===== src/rtl/rgb2hsv_stream.sv =====
// rgb2hsv_stream: fully pipelined RGB-to-HSV converter, CW+4 cycle latency, global ce stall.
// Define RGB2HSV_ROUND_EN to round both quotients half-up in the final stage.
module rgb2hsv_stream #(
    parameter int CW = 8
) (
    input  logic          clock,
    input  logic          reset,
    input  logic          ce,
    input  logic          in_valid,
    input  logic [CW-1:0] r,
    input  logic [CW-1:0] g,
    input  logic [CW-1:0] b,
    output logic          out_valid,
    output logic [CW-1:0] h,
    output logic [CW-1:0] s,
    output logic [CW-1:0] v
);
    localparam int DW = 2 * CW;
    localparam int VW = CW + 3;
    localparam int MAXV_I = (1 << CW) - 1;
    localparam logic [CW-1:0] MAXV  = CW'(MAXV_I);
    localparam logic [CW-1:0] OFF_G = CW'(MAXV_I / 3);
    localparam logic [CW-1:0] OFF_B = CW'((2 * MAXV_I) / 3);
`ifdef RGB2HSV_ROUND_EN
    localparam int REM_LAST = CW;
`else
    localparam int REM_LAST = CW - 1;
`endif

    typedef enum logic [1:0] {SEC_R = 2'd0, SEC_G = 2'd1, SEC_B = 2'd2} sector_t;

    // Stage 1: input capture
    logic          s1_valid;
    logic [CW-1:0] s1_r, s1_g, s1_b;

    always_ff @(posedge clock or posedge reset) begin
        if (reset) begin
            s1_valid <= 1'b0;
            s1_r     <= '0;
            s1_g     <= '0;
            s1_b     <= '0;
        end else if (ce) begin
            s1_valid <= in_valid;
            s1_r     <= r;
            s1_g     <= g;
            s1_b     <= b;
        end
    end

    // Stage 2: max/min, sector (r wins ties, then g), sign of the hue numerator
    sector_t       sec_c;
    logic [CW-1:0] max_c, min_c;
    logic          neg_c;

    always_comb begin
        sec_c = SEC_R;
        max_c = s1_r;
        neg_c = 1'b0;
        if (s1_r >= s1_g && s1_r >= s1_b) begin
            sec_c = SEC_R;
            max_c = s1_r;
            neg_c = s1_g < s1_b;
        end else if (s1_g >= s1_b) begin
            sec_c = SEC_G;
            max_c = s1_g;
            neg_c = s1_b < s1_r;
        end else begin
            sec_c = SEC_B;
            max_c = s1_b;
            neg_c = s1_r < s1_g;
        end
        min_c = s1_r;
        if (s1_g < min_c) min_c = s1_g;
        if (s1_b < min_c) min_c = s1_b;
    end

    logic          s2_valid;
    logic [CW-1:0] s2_r, s2_g, s2_b, s2_max, s2_min;
    sector_t       s2_sec;
    logic          s2_neg;

    always_ff @(posedge clock or posedge reset) begin
        if (reset) begin
            s2_valid <= 1'b0;
            s2_r     <= '0;
            s2_g     <= '0;
            s2_b     <= '0;
            s2_max   <= '0;
            s2_min   <= '0;
            s2_sec   <= SEC_R;
            s2_neg   <= 1'b0;
        end else if (ce) begin
            s2_valid <= s1_valid;
            s2_r     <= s1_r;
            s2_g     <= s1_g;
            s2_b     <= s1_b;
            s2_max   <= max_c;
            s2_min   <= min_c;
            s2_sec   <= sec_c;
            s2_neg   <= neg_c;
        end
    end

    // Stage 3: delta, |num|, dividends, divisors, hue offset
    logic [CW-1:0] delta_c, anum_c, off_c;
    logic [DW-1:0] dvd_s_c, dvd_h_c;
    logic [VW-1:0] dvs_s_c, dvs_h_c;

    always_comb begin
        delta_c = s2_max - s2_min;
        anum_c  = '0;
        off_c   = '0;
        case (s2_sec)
            SEC_G: begin
                off_c  = OFF_G;
                anum_c = s2_neg ? (s2_r - s2_b) : (s2_b - s2_r);
            end
            SEC_B: begin
                off_c  = OFF_B;
                anum_c = s2_neg ? (s2_g - s2_r) : (s2_r - s2_g);
            end
            default: begin
                off_c  = '0;
                anum_c = s2_neg ? (s2_b - s2_g) : (s2_g - s2_b);
            end
        endcase
        dvd_s_c = DW'(MAXV) * DW'(delta_c);
        dvd_h_c = DW'(MAXV) * DW'(anum_c);
        // A zero divisor only ever meets a zero dividend, so dividing by 1 gives the required 0.
        dvs_s_c = (s2_max == '0) ? VW'(1) : VW'(s2_max);
        dvs_h_c = (delta_c == '0) ? VW'(1) : VW'(delta_c) * VW'(6);
    end

    // Index 0 is the stage-3 register; index k holds the state after k quotient bits.
    logic          vld   [0:CW];
    logic [CW-1:0] val   [0:CW];
    logic [CW-1:0] off   [0:CW];
    logic          neg   [0:CW];
    logic [DW-1:0] rem_s [0:REM_LAST];
    logic [DW-1:0] rem_h [0:REM_LAST];
    logic [VW-1:0] dvs_s [0:REM_LAST];
    logic [VW-1:0] dvs_h [0:REM_LAST];
    logic [CW-1:0] q_s   [1:CW];
    logic [CW-1:0] q_h   [1:CW];

    always_ff @(posedge clock or posedge reset) begin
        if (reset) begin
            vld[0]   <= 1'b0;
            val[0]   <= '0;
            off[0]   <= '0;
            neg[0]   <= 1'b0;
            rem_s[0] <= '0;
            rem_h[0] <= '0;
            dvs_s[0] <= '0;
            dvs_h[0] <= '0;
        end else if (ce) begin
            vld[0]   <= s2_valid;
            val[0]   <= s2_max;
            off[0]   <= off_c;
            neg[0]   <= s2_neg;
            rem_s[0] <= dvd_s_c;
            rem_h[0] <= dvd_h_c;
            dvs_s[0] <= dvs_s_c;
            dvs_h[0] <= dvs_h_c;
        end
    end

    // Restoring divide, MSB first: stage k decides quotient bit CW-k for both dividers.
    for (genvar k = 1; k <= CW; k++) begin : g_div
        localparam int SH = CW - k;
        logic [DW+2:0] sh_s, sh_h;
        logic          ge_s, ge_h;
        logic [CW-1:0] qp_s, qp_h, qn_s, qn_h;

        assign sh_s = (DW + 3)'(dvs_s[k-1]) << SH;
        assign sh_h = (DW + 3)'(dvs_h[k-1]) << SH;
        assign ge_s = {3'b000, rem_s[k-1]} >= sh_s;
        assign ge_h = {3'b000, rem_h[k-1]} >= sh_h;

        if (k == 1) begin : g_q_first
            assign qp_s = '0;
            assign qp_h = '0;
        end else begin : g_q_next
            assign qp_s = q_s[k-1];
            assign qp_h = q_h[k-1];
        end
        assign qn_s = qp_s | (CW'(ge_s) << SH);
        assign qn_h = qp_h | (CW'(ge_h) << SH);

        always_ff @(posedge clock or posedge reset) begin
            if (reset) begin
                vld[k] <= 1'b0;
                val[k] <= '0;
                off[k] <= '0;
                neg[k] <= 1'b0;
                q_s[k] <= '0;
                q_h[k] <= '0;
            end else if (ce) begin
                vld[k] <= vld[k-1];
                val[k] <= val[k-1];
                off[k] <= off[k-1];
                neg[k] <= neg[k-1];
                q_s[k] <= qn_s;
                q_h[k] <= qn_h;
            end
        end

        if (k <= REM_LAST) begin : g_rem
            always_ff @(posedge clock or posedge reset) begin
                if (reset) begin
                    rem_s[k] <= '0;
                    rem_h[k] <= '0;
                    dvs_s[k] <= '0;
                    dvs_h[k] <= '0;
                end else if (ce) begin
                    rem_s[k] <= ge_s ? (rem_s[k-1] - sh_s[DW-1:0]) : rem_s[k-1];
                    rem_h[k] <= ge_h ? (rem_h[k-1] - sh_h[DW-1:0]) : rem_h[k-1];
                    dvs_s[k] <= dvs_s[k-1];
                    dvs_h[k] <= dvs_h[k-1];
                end
            end
        end
    end

    // Final stage: optional rounding, hue offset and wrap-around
    logic [CW-1:0] qs_f, qh_f, h_c;

    always_comb begin
        qs_f = q_s[CW];
        qh_f = q_h[CW];
`ifdef RGB2HSV_ROUND_EN
        if ({rem_s[CW], 1'b0} >= (DW + 1)'(dvs_s[CW])) qs_f = qs_f + CW'(1);
        if ({rem_h[CW], 1'b0} >= (DW + 1)'(dvs_h[CW])) qh_f = qh_f + CW'(1);
`endif
        h_c = '0;
        if (!neg[CW])
            h_c = off[CW] + qh_f;
        else if (qh_f > off[CW])
            h_c = MAXV - qh_f + off[CW];
        else
            h_c = off[CW] - qh_f;
    end

    always_ff @(posedge clock or posedge reset) begin
        if (reset) begin
            out_valid <= 1'b0;
            h         <= '0;
            s         <= '0;
            v         <= '0;
        end else if (ce) begin
            out_valid <= vld[CW];
            if (vld[CW]) begin
                h <= h_c;
                s <= qs_f;
                v <= val[CW];
            end
        end
    end

endmodule


===== config.mk =====
export PLATFORM = sky130hd
export DESIGN_NAME = rgb2hsv_stream
export DESIGN_NICKNAME = d
export VERILOG_FILES = /design/src/rtl/rgb2hsv_stream.sv
export SDC_FILE = /design/constraint.sdc
export NUM_CORES = 2
export LEC_CHECK = 0
export ABC_AREA = 1
export BUFFER_PORTS_ARGS = -buffer_cell sky130_fd_sc_hd__buf_4
export CORE_ASPECT_RATIO = 1.1
export CORE_MARGIN = 5
export CORE_UTILIZATION = 55
export CTS_BUF_LIST = sky130_fd_sc_hd__clkbuf_4
export DETAILED_ROUTE_END_ITERATION = 8
export GPL_TIMING_DRIVEN = 0
export PLACE_DENSITY = 0.68
export SETUP_SLACK_MARGIN = 0.1
export SYNTH_ARGS = -nofsm -noshare
export SYNTH_HDL_FRONTEND = slang
export SYNTH_SLANG_ARGS = --single-unit

===== constraint.sdc =====
create_clock -name clock -period 42.5 [get_ports clock]
set_input_delay 8.5 -clock clock [delete_from_list [all_inputs] [get_ports clock]]
set_output_delay 8.5 -clock clock [all_outputs]
set_load 0.01 [all_outputs]

Word level (Yosys, flattened, before mapping)
Index checks and enable logic that the tools add are counted.
{ "op_classes": {"magnitude_cmp": 25, "bitwise_logic": 14, "muxes": 31, "n_addsub": 25, "eq_ne": 2, "mul": 3, "n_reduce_logical": 4} }
{ "op_table": {"columns": ["cell", "count"], "rows": [
  ["$mux 16", 14],
  ["$sub 16x16->16", 6],
  ["$mux 8", 10],
  ["$sub 8x8->8", 8],
  ["$lt 8x8->1", 5],
  ["$ge 16x18->1", 2],
  ["$ge 16x17->1", 2],
  ["$ge 16x11->1", 2],
  ["$ge 16x12->1", 2],
  ["$ge 16x13->1", 2],
  ["$ge 16x14->1", 2],
  ["$ge 16x15->1", 2],
  ["$ge 16x16->1", 2],
  ["$mul 8x8->16 const A", 2],
  ["$pmux 8 s2", 2],
  ["$sub 16x12->16", 2],
  ["$sub 16x13->16", 2],
  ["$sub 16x14->16", 2],
  ["$sub 16x15->16", 2],
  ["$ge 8x8->1", 3],
  ["$add 8x8->8", 2],
  ["$logic_not 8->1", 2],
  ["$or 8x1->8", 2],
  ["$or 8x2->8", 2],
  ["other kinds (15)", 22]
]} }
{ "totals": {"word_cells": 204, "input_bits": 28, "reg_bits": 802, "output_inout_bits": 25} }

Logic depth before layout (Yosys ltp)
{ "depth": {"depth_word": 4, "depth_mapped": 37, "ltp_nobuf": 37} }

Least setup slack after synthesis
OpenSTA, ideal clock, no wires.
{ "synth_timing": {"path_kind": "input to register", "start": "input port ce", "end": "register rem_s[71] in the netlist's numbering", "setup_time_ns": 0.146, "stages": 6, "t_required_ns": 42.354, "slack_ns": 32.822, "n_path_buf": 4, "arrival_time_ns": 9.533, "cell_sequence": "buf_2 inv_2 buf_2 buf_2 clkbuf_1 o221ai_1"} }
{ "synth_lines": {"columns": ["item", "line_no", "rtl"], "rows": [
  ["start, declared", "8", "input logic ce,"],
  ["end signal, assigned by index", "216", "rem_s[k] <= ge_s ? (rem_s[k-1] - sh_s[DW-1:0]) : rem_s[k-1];"],
  ["end, declared", "139", "logic [DW-1:0] rem_s [0:REM_LAST];"]
]} }
No word-level cell between the ends.

==> results.md <==
- Final ANT Viol Nets: 0
- Syn. warnings: 0
- Die Wd: 269 um
- Max stage delay on crit path: between 1 and 1.5 ns
- Commonest cells in the synthesized netlist: nand2_1 (1188), inv_1 (704), dfrtp_1 (682), o21ai_0 (594), ha_1 (326)
- Setup CP Type: in2reg
- Slew margin rel.: around 9.0%
- Crit. End Element: flip-flop
- Wire length on met3: 7.16 mm
- Final count of negative-setup-slack endpoints: 0
- Status: complete, no violations
- Hold slack: 0.455 ns
- First-pass detailed-route iteration total: 5
- Clk slew on worst S/H paths: roughly 0.06 ns
- Layout cells sized above 1: a little under a tenth
- First-pass GRT wire length: 197 mm
- Post-Synthesis Cells: 4938
- Ranking of synthesized cells by area: dfrtp_1 (42%), nand2_1 (11%), ha_1 (10%)
- WL final: 127 mm
- Crit path arrival time: 11.43 ns
- M1 WL: approximately 53 mm
- DRT iter0 DRCs: about 2700
- Residual DRC: 0
- Die Area: 79600 um2
- Crit-path cells: buf_2 > buf_2 > clkbuf_1 > clkbuf_1 > nand2_1 > nand2_1
- CTS Buf Count: 182
- Max-cap violations: 0
- Final Critical Period: 10.47 ns
- Cell taking the most area after synthesis: dfrtp_1
- Multi-input logic area: 20200 um2
- Max layer used: met4
- Avg Cell Area, Syn: 8.25 um2
- Unrepaired setup endpoints after global routing: no
- Final Hold Viols: 0
- Maximum clock rate: 95.5 MHz
- Core ar.: between 70000 and 80000 um2
- Main synth FF type: dfrtp_1
- Post-CTS Setup Bufs: 0
- Total track usage: 31.9%
- CTS Sinks: 682
- Async SR Flop Fraction: 100%
- Sequential share of the synthesized area: 41.9%
- Port Buffer Count: 51
- Fraction of the cycle the final worst path needs: 24.6%
- Initial core utilization: 55.6%
- Largest net degree at the start of global routing: 132
- # hold bufs at CTS: 0
- Worst Skew: approximately 0.064 ns
- Via count: 34554
- Max Slew Vio Count: 0
- Fillers: 6811
- Initial antenna violation count: 6
- Clock latency at the later pin of the worst-skew pair: roughly 1.0 ns
- FF/Latch Area: 17100 um2
- TNS Setup: 0 ns
- Nets: 5604
- Met2 routed WL: slightly above 60 mm
- Grt total ovfl: 0
- Vias/cell: between 5 and 6
- WL/cell: 20.3 um
- Top cell type's share of synthesized area: 41.9%
- CP Data Required Time: between 40 and 50 ns
- Top delay family on crit path: buffers and inverters
- Worst-margin pin slew: 1.36 ns
- Post-synthesis cell area: ~41000 um2
- CTS root buf: clkbuf_4
- Hold crit path type: reg2reg
- Routability congestion estimate: 0.960
- Post-cts resize count: 0
- Num ports: 53
- Row Count: 104
- Synth unique cells: 67
- Detailed placer's ending HPWL: a little under 100 mm
- Clk buf depth: 3
- Final core occ: 61.0%
- Crit path buf inv count: 4
- Most frequent cell after synthesis: nand2_1
- Critical path fanouts, max: 10
- Synth Register Bits: 682
- Die height: 295 um
- Number of synthesized flops with an enable pin: 0
- Worst path slowest cell: clkbuf_1
- H-Tree Level Count: 4
- Vias in the first global route: 34447
- CP Launch Type: primary input
- Synth-to-layout area growth: 9.80%
- CTS tree: yes
- Syn nets: about 5400
-- kinds of logic (layout without fill, tap and decap cells) --
| kind of cell | count (synthesis) | count (layout) | synth area share [%] |
|---|---|---|---|
| other | 0 | 1 | 0 |
| and+or+nand+nor | 1727 | 1727 | 17.6 |
| AOI/OAI and AO/OA | 1085 | 1085 | 15.1 |
| DFF | 682 | 682 | 41.9 |
| muxes | 5 | 5 | 0.123 |
| adders and majority gates | 397 | 397 | 13.5 |
| buffers and inverters | 886 | 1250 | 8.42 |
| xor gates and xnor gates | 156 | 156 | 3.36 |
-- stage by stage --
step,std cells,instance area (um2),setup WS (ns)
floorplan,4938,40700,14.88
global placement,5943,42300,7.75
finish,6257,44700,32.03
detailed placement,5949,42500,31.00
CTS,6256,44700,32.10
global route,6257,44700,32.04
-- flip-flops by register name (all words and copies together) (netlist names), 18 cells and up --
name / flops
rem_s: 128
dvs_h: 88
val: 72
off: 18
rem_h: 128
dvs_s: 64
g_div.qp_h: 28
g_div.qp_s: 28
-- path summary, 6_finish.rpt --
path,startpoint,to,slack (ns),depth (start not counted)
max,ce,s1_g[7],32.03,6
min,val[10],val[2],0.46,2
max reg2reg,s2_b[1],rem_h[125],35.77,23
min reg2reg,val[10],val[2],0.46,2
max in group asynchronous,reset,rem_s[116],32.69,6
min in group asynchronous,reset,dvs_h[2],7.46,2
-- tightest hold or removal path: stages (launching register included) --
cell and delay [ns]:
dfrtp_1 0.35, nand2_1 0.06, o21ai_0 0.06
-- layout make-up --
type | count | area share, %
Multi-Input combinational cell | 3370 | 45.2
Sequential cell | 682 | 38.2
Inverter | 716 | 6.03
Clock buffer | 261 | 4.38
Tap cell | 954 | 2.67
Buffer | 170 | 1.65
Timing Repair Buffer | 57 | 1.23
Clock inverter | 46 | 0.630
Antenna cell | 1 | 0.00560
-- cells in the final DEF, fill, tap and decap left out, types with 8 or more instances in the layout --
| master | synthesis | final |
|---|---|---|
| a21o_1 | 20 | 20 |
| a31oi_1 | 41 | 41 |
| clkbuf_4 | 0 | 261 |
| o21ai_0 | 594 | 594 |
| o21ai_1 | 43 | 43 |
| nand4_1 | 50 | 50 |
| buf_2 | 34 | 34 |
| nor4_1 | 19 | 19 |
| dfrtp_1 | 682 | 682 |
| ha_1 | 326 | 326 |
| a21oi_1 | 202 | 202 |
| nand2_2 | 20 | 20 |
| inv_1 | 704 | 703 |
| o21ai_2 | 10 | 10 |
| clkinv_2 | 0 | 10 |
| o211ai_1 | 40 | 40 |
| fa_1 | 71 | 71 |
| inv_2 | 11 | 14 |
| buf_1 | 8 | 8 |
| xnor2_1 | 44 | 44 |
| clkbuf_1 | 118 | 118 |
| buf_4 | 5 | 56 |
| clkinv_1 | 1 | 22 |
| a211oi_1 | 10 | 10 |
| o21bai_1 | 14 | 14 |
| or2_2 | 10 | 10 |
| a21oi_2 | 9 | 9 |
| nor3_1 | 32 | 32 |
| nand2_1 | 1188 | 1188 |
| xor2_1 | 112 | 112 |
| o2111ai_1 | 9 | 9 |
| o221ai_1 | 36 | 36 |
| nor2_1 | 206 | 206 |
| nand3_1 | 171 | 171 |
| o22ai_1 | 18 | 18 |
-- metal layers --
layer | vias up | GRT usage [%]
met5 | - | 0
met4 | 0 | 14.3
met3 | 268 | 5.15
met2 | 1097 | 54.8
met1 | 16460 | 40.3
li1 | 16729 | -
Power is not shown: default switching activity piles up to over one toggle a cycle in this logic, so the estimate is an artifact.
